**config.mk**
```make
export PLATFORM = sky130hd
export DESIGN_NAME = counter_timer_sched
export DESIGN_NICKNAME = d
export VERILOG_FILES = /design/src/rtl/counter_timer_sched.sv
export SDC_FILE = /design/constraint.sdc
export NUM_CORES = 1
export LEC_CHECK = 0
export ABC_CLOCK_PERIOD_IN_PS = 4450
export BUFFER_PORTS_ARGS = -buffer_cell sky130_fd_sc_hd__buf_2
export CORE_AREA = 10 10 47 49
export DETAILED_ROUTE_END_ITERATION = 10
export DIE_AREA = 0 0 57 59
export PLACE_DENSITY_LB_ADDON = 0.12
export REMOVE_ABC_BUFFERS = 1
export SYNTH_ARGS = -nofsm -noshare
export SYNTH_HDL_FRONTEND = slang
export SYNTH_SLANG_ARGS = --single-unit
```
**constraint.sdc**
```tcl
create_clock -name clk -period 4.45 [get_ports clk]
set_input_delay 0.2225 -clock clk [delete_from_list [all_inputs] [get_ports clk]]
set_output_delay 0.2225 -clock clk [all_outputs]
set_load 0.02 [all_outputs]
```
**src/rtl/counter_timer_sched.sv**
```systemverilog
// ============================================================================
// counter_timer_sched : round-robin sharing of one loadable up-counter between
//                       two interval requesters. Rev 1.0
// ============================================================================
`default_nettype none

module counter_timer_sched #(
   parameter int WIDTH = 4
) (
   input  logic             clk,
   input  logic             rst_n,
   input  logic [1:0]       req,
   input  logic [WIDTH-1:0] len0,
   input  logic [WIDTH-1:0] len1,
   output logic [1:0]       gnt,
   output logic [1:0]       done,
   output logic             busy,
   output logic             cnt_en,
   output logic             cnt_ld,
   output logic             cnt_clr,
   output logic [WIDTH-1:0] cnt_dat,
   input  logic [WIDTH-1:0] cnt_q
);

   typedef enum logic [1:0] {
      IDLE = 2'd0,
      LOAD = 2'd1,
      RUN  = 2'd2,
      DONE = 2'd3
   } state_t;

   state_t           r_state;
   logic             r_owner;
   logic             r_prio;
   logic [WIDTH-1:0] r_len;

   logic w_pick;
   logic w_owner_req;
   logic w_at_len;

   // Tie goes to r_prio; otherwise whichever single requester is active.
   assign w_pick      = (req == 2'b11) ? r_prio : req[1];
   assign w_owner_req = req[r_owner];
   assign w_at_len    = (cnt_q == r_len);

   always_ff @(posedge clk or negedge rst_n) begin
      if (!rst_n) begin
         r_state <= IDLE;
         r_owner <= 1'b0;
         r_prio  <= 1'b0;
         r_len   <= '0;
      end else begin
         case (r_state)
            IDLE: begin
               if (|req) begin
                  r_owner <= w_pick;
                  r_len   <= w_pick ? len1 : len0;
                  r_state <= LOAD;
               end
            end
            LOAD: begin
               if (!w_owner_req) begin
                  r_prio  <= ~r_owner;
                  r_state <= IDLE;
               end else begin
                  r_state <= RUN;
               end
            end
            RUN: begin
               // An abort wins over reaching the end of the interval.
               if (!w_owner_req) begin
                  r_prio  <= ~r_owner;
                  r_state <= IDLE;
               end else if (w_at_len) begin
                  r_state <= DONE;
               end
            end
            DONE: begin
               r_prio  <= ~r_owner;
               r_state <= IDLE;
            end
            default: r_state <= IDLE;
         endcase
      end
   end

   assign busy    = (r_state != IDLE);
   assign gnt     = {busy & r_owner, busy & ~r_owner};
   assign done    = {(r_state == DONE) & r_owner, (r_state == DONE) & ~r_owner};
   // Stopping the enable on the matching cycle leaves the counter holding r_len.
   assign cnt_en  = (r_state == LOAD) || ((r_state == RUN) && !w_at_len);
   assign cnt_ld  = (r_state == LOAD);
   assign cnt_clr = (r_state == IDLE);
   assign cnt_dat = '0;

endmodule

`default_nettype wire

```
# Yosys cells after proc, flatten, opt, wreduce, memory -nomap -nowiden
# Index checks and enable logic that the tools add are counted.
# Widths: inputs -> output; s select.
# classes
muxes	11
bitwise	5
n_eq_ne	8
n_lt_le_gt_ge	1
n_reduce_logical	11
# ops
op	n
$mux 2	4
$pmux 2 s4	1
$eq 2x2->1 const B	3
$reduce_and 2->1	3
$and 1x1->1	4
$eq 4x4->1	1
$mux 1	4
$mux 4	1
$reduce_bool 2->1	2
$reduce_or 2->1	2
$ne 3x3->1 const B	1
$eq 2x1->1 const B	1
$logic_not 2->1	1
$lt 1x2->1 const B	1
$ne 2x1->1 const B	1
$ne 2x2->1 const B	1
$pmux 1 s2	1
$logic_and 1x1->1	1
$logic_not 1->1	1
$logic_or 1x1->1	1
$not 1->1	1
# word_totals
inputBits	16
ff_bits	8
wordCells	40
out_inout_bits	12

# Longest topological paths before layout
# logic_depth
ltp_word	4
ltp_mapped	6
mapped_depth_nobuf	6

# Worst setup path before layout
# OpenSTA, ideal clock, no wires.
# synth_timing
path_type	reg2reg
from	reg r_state[0]
to	reg r_state[1]
period_less_slack_ns	1.738
setup_time_ns	0.125
t_arrival_ns	1.613
slack_ns	2.712
n_path_buf	0
stages_incl_launch_ff	7
t_required_ns	4.325
path_cell_list	dfrtp_1 -> inv_1 -> ha_1 -> inv_1 -> nor3_1 -> a21oi_2 -> mux2_4
# synth_between
elab_chain_cells	3
word_cells_on_any_way	8
classes_between	eq/ne: 5; mux: 1; reduce/logical: 2
# synth_rtl
item	line_no	source
start: declaration	32	state_t r_state;
start signal: assignment	48	r_state <= IDLE;
start signal: assignment	58	r_state <= LOAD;
start signal: assignment	64	r_state <= IDLE;
$logic_not 2->1 (*)	n/a	
net cnt_clr	20	output logic cnt_clr,
$ne 2x1->1 (no source line)	n/a	
$reduce_and 2->1 (no source line)	n/a	
# The timed path passes the listed nets; every way through them passes the cells marked *.
# A chain may end at the register's enable or synchronous reset.

# Final worst setup path
# layout_timing
from	reg r_state[0]
to	reg r_state[1]
# layout_between
elab_chain_cells	3
word_cells_on_any_way	8
classes_between	eq/ne: 5; mux: 1; reduce/logical: 2
# layout_rtl
item	line_no	source
$eq 2x2->1 or $logic_not 2->1 (tied branches)	53	case (r_state)
$ne 3x3->1 (no source line) or $ne 2x1->1 (tied branches)	n/a	
$reduce_and 2->1 (no source line)	n/a	
# Several ways; a longest one is shown, not always the timed one.

==> impl_metrics.ini <==
[status]
status = complete, no violations

[critical_path]
required_ns = 4.59
cp.arrival_ns = 1.76
timing.rr.start = r_state[0]$_DFFE_PN0P_
cp-startpoint = r_state[0]$_DFFE_PN0P_
path_buf_inv = 2
ff2ff_setup_slack_ns = 2.83
ff2ff_path_depth = 6
critical_path.cell_chain = inv_1, ha_1, inv_1, nor3_1, a21oi_2, mux2_4
path_depth = 6
r2r-end = r_state[1]$_DFFE_PN0P_
path_common_cell = inv_1
startpoint_type = flip-flop
endpoint = r_state[1]$_DFFE_PN0P_
cp_top_family = flip-flops
worstSetupPathType = reg -> reg
max_stage_delay_ns = 0.42
slowest_stage = dfrtp_1
end_kind = flip-flop
path_max_fanout = 5

[floorplan]
die_w_um = 57
core_region_area_sq_um = 1400
initial_core_util = 0.410
rows = 14
dieArea_sq_um = 3360
fp.dieH_um = 59
ios = 28

[power]
clkPwrFrac = 0.116
p_seq_frac = 0.290
p_sw_w = 0.000229
powerDensity_nw_per_um2 = 682
power_leakage_nw = 0.396
p_sw_frac = 0.464
p_int_w = 0.000264
ir_drop_mv = 0.289
comb_power_share = 0.594

[logic_synthesis]
synth_top_family_by_area = compound AO/OA/AOI/OAI gates
syn_inst = 61
synth-compound-area-share = 0.146
synthArstFlopShare = 1.00
ys.flop_type = dfrtp_1
synth_seq_area_share = 0.349
ys_top_cells_by_area = dfrtp_1 (35%), ha_1 (11%), mux2i_1 (8.7%)
synth_edf_count = 0
synthMostInstantiatedCell = dfrtp_1
synthMuxAreaShare = 0.113
synth_commonest_cells = dfrtp_1 (8), nand2_1 (6), ha_1 (5), mux2i_1 (5)
avgSynthCellArea_sq_um = 9.41
synth_cell_types = 23
yosysWarnings = 0
synth_seq_cells = 8
synth.top_cell.area_share = 0.349
synth_adder_area_share = 0.109
syn-cell-area_sq_um = 574
yosys.area_share.simple = 0.137
yosys.area.top_type = dfrtp_1
synth_xor_area_frac = 0.0610

[layout]
fillerInstances = 151
final_nets = 110
syn_to_final_growth_pct = 25.9
diodes = 0
drive_above_1_share = 0.356
utilization = 0.516
design_area_sq_um = 723

[global_route]
gr-usage-all-layers = 0.0832
grt_pass1_vias = 498
grt_max_degree = 10
gr-total-overflow = 0
grt_antenna_before_repair = 0
grt_pass1_wl_um = 2170

[route]
wire_per_inst_um = 12.8
ant_nets = 0
wirelength_um = 1320
firstDrtPassIters = 4
via_count = 467
drtIter0Drc = 9
viasPerCell = 4.53
drc = 0

[placed_design]
placed_cell_area_sq_um = 691
portBuffers = 23
place_ws_ns = 2.87
hpwl_um = 1100
gp_congestion = 0.680

[hold_path]
min_path_type = in -> reg
hold_depth = 3

[job]
maxCapViolCount = 0

[sta]
hold_viol_final = 0
clock.fmax_mhz = 616
fin_crit_sh = 0.365
finalClockSkew_ns = 0.00498
rsz0062_at_grt = false
worst_slew_pin_slew_ns = 0.584
period_minus_slack_ns = 1.62
holdWs_ns = 0.232
slew_violations = 0
setup_viol = 0
setup_ws_ns = 2.83
slew_headroom = 0.608
fin_tns_setup_ns = 0

[clock_network]
clk_latency_ns = 0.25
max-clock-path-buffers = 2
root_buffer = clkbuf_4
clkSinkCount = 8
cts_tree = built
cts_hold_buf = 1
cts_resized = 0
htree_num_levels = 1
path_clk_slew_ns = 0.06
cts_made_buffers = 3
cts_setup_buffers = 0
-- worst register-to-register path: cells and delay by family (launching register included) --
family | cells | cell delay (ns)
AOI/OAI and AO/OA | 1 | 0.08
muxes | 1 | 0.30
adders and majority gates | 1 | 0.25
and+or+nand+nor | 1 | 0.25
buffers and inverters | 2 | 0.21
DFF | 1 | 0.42
-- state kept, by name (all words and copies together), names as in the netlist --
register / count
r_prio: 1
r_owner: 1
r_state: 2
r_len: 4
-- stage by stage --
stage | std cells | power [W]
after floorplan | 60 | 0.000359
after global placement | 99 | 0.000438
after detailed placement | 99 | 0.000441
after CTS | 103 | 0.000502
after global routing | 103 | 0.000539
final | 103 | 0.000493
-- power groups by stage --
stage	combinational, W	clock (W)	sequential, W
3_3_place_gp	0.000295	0	0.000142
3_5_place_dp	0.000296	0	0.000144
6_report	0.000293	0.0000572	0.000143
5_1_grt	0.000327	0.0000632	0.000149
4_1_cts	0.000298	0.0000605	0.000143
2_1_floorplan	0.000222	0	0.000137
-- how the worst min path moves through the flow --
stage,startpoint,end,slack (ns)
3_5_place_dp,rst_n,r_owner$_DFFE_PN0P_,0.08
4_1_cts,len1[3],r_len[3]$_DFFE_PN0P_,0.23
3_3_place_gp,rst_n,r_prio$_DFFE_PN0P_,0.08
6_report,len1[3],r_len[3]$_DFFE_PN0P_,0.23
2_1_floorplan,rst_n,r_len[0]$_DFFE_PN0P_,-0.07
5_1_grt,len1[2],r_len[2]$_DFFE_PN0P_,0.25
-- logic make-up after synthesis --
family	Yosys count
simple gates	16
compound gates	13
mux	6
buf+inv	8
flops	8
xor+xnor	4
fa+ha+maj	5
other cells	1
-- layer usage --
metal	up-vias	track usage	wire [um]
met5	-	0	0
met4	0	0.0604	10
met3	2	0.0408	112
met2	14	0.133	644
met1	198	0.0826	548
li1	253	-	-
-- cells in the final DEF, fill, tap and decap left out --
| cell type | count |
|---|---|
| o32a_2 | 1 |
| o21ai_0 | 3 |
| nor3_1 | 2 |
| o21ai_2 | 1 |
| a21oi_2 | 1 |
| a21o_1 | 2 |
| nor2_1 | 3 |
| nor2b_1 | 1 |
| nand4_1 | 1 |
| o21ai_1 | 3 |
| dfrtp_1 | 8 |
| nand2_1 | 6 |
| nor2b_2 | 1 |
| clkbuf_4 | 3 |
| and2b_1 | 1 |
| conb_1 | 4 |
| xnor2_1 | 4 |
| dlygate4sd3_1 | 1 |
| a21oi_1 | 2 |
| inv_1 | 4 |
| mux2i_1 | 5 |
| and2_1 | 1 |
| mux2_4 | 1 |
| ha_1 | 5 |
| buf_2 | 23 |
-- cell type report --
type	instances	area, sq um	area share
multi-input cells	48	340	0.471
flip-flops and latches	8	200	0.277
repair buffers	24	125	0.173
clock buffers	3	22.5	0.0311
well taps	16	20.0	0.0277
inverters	4	15.0	0.0208
Note: power is estimated with default switching activity, not from simulation.
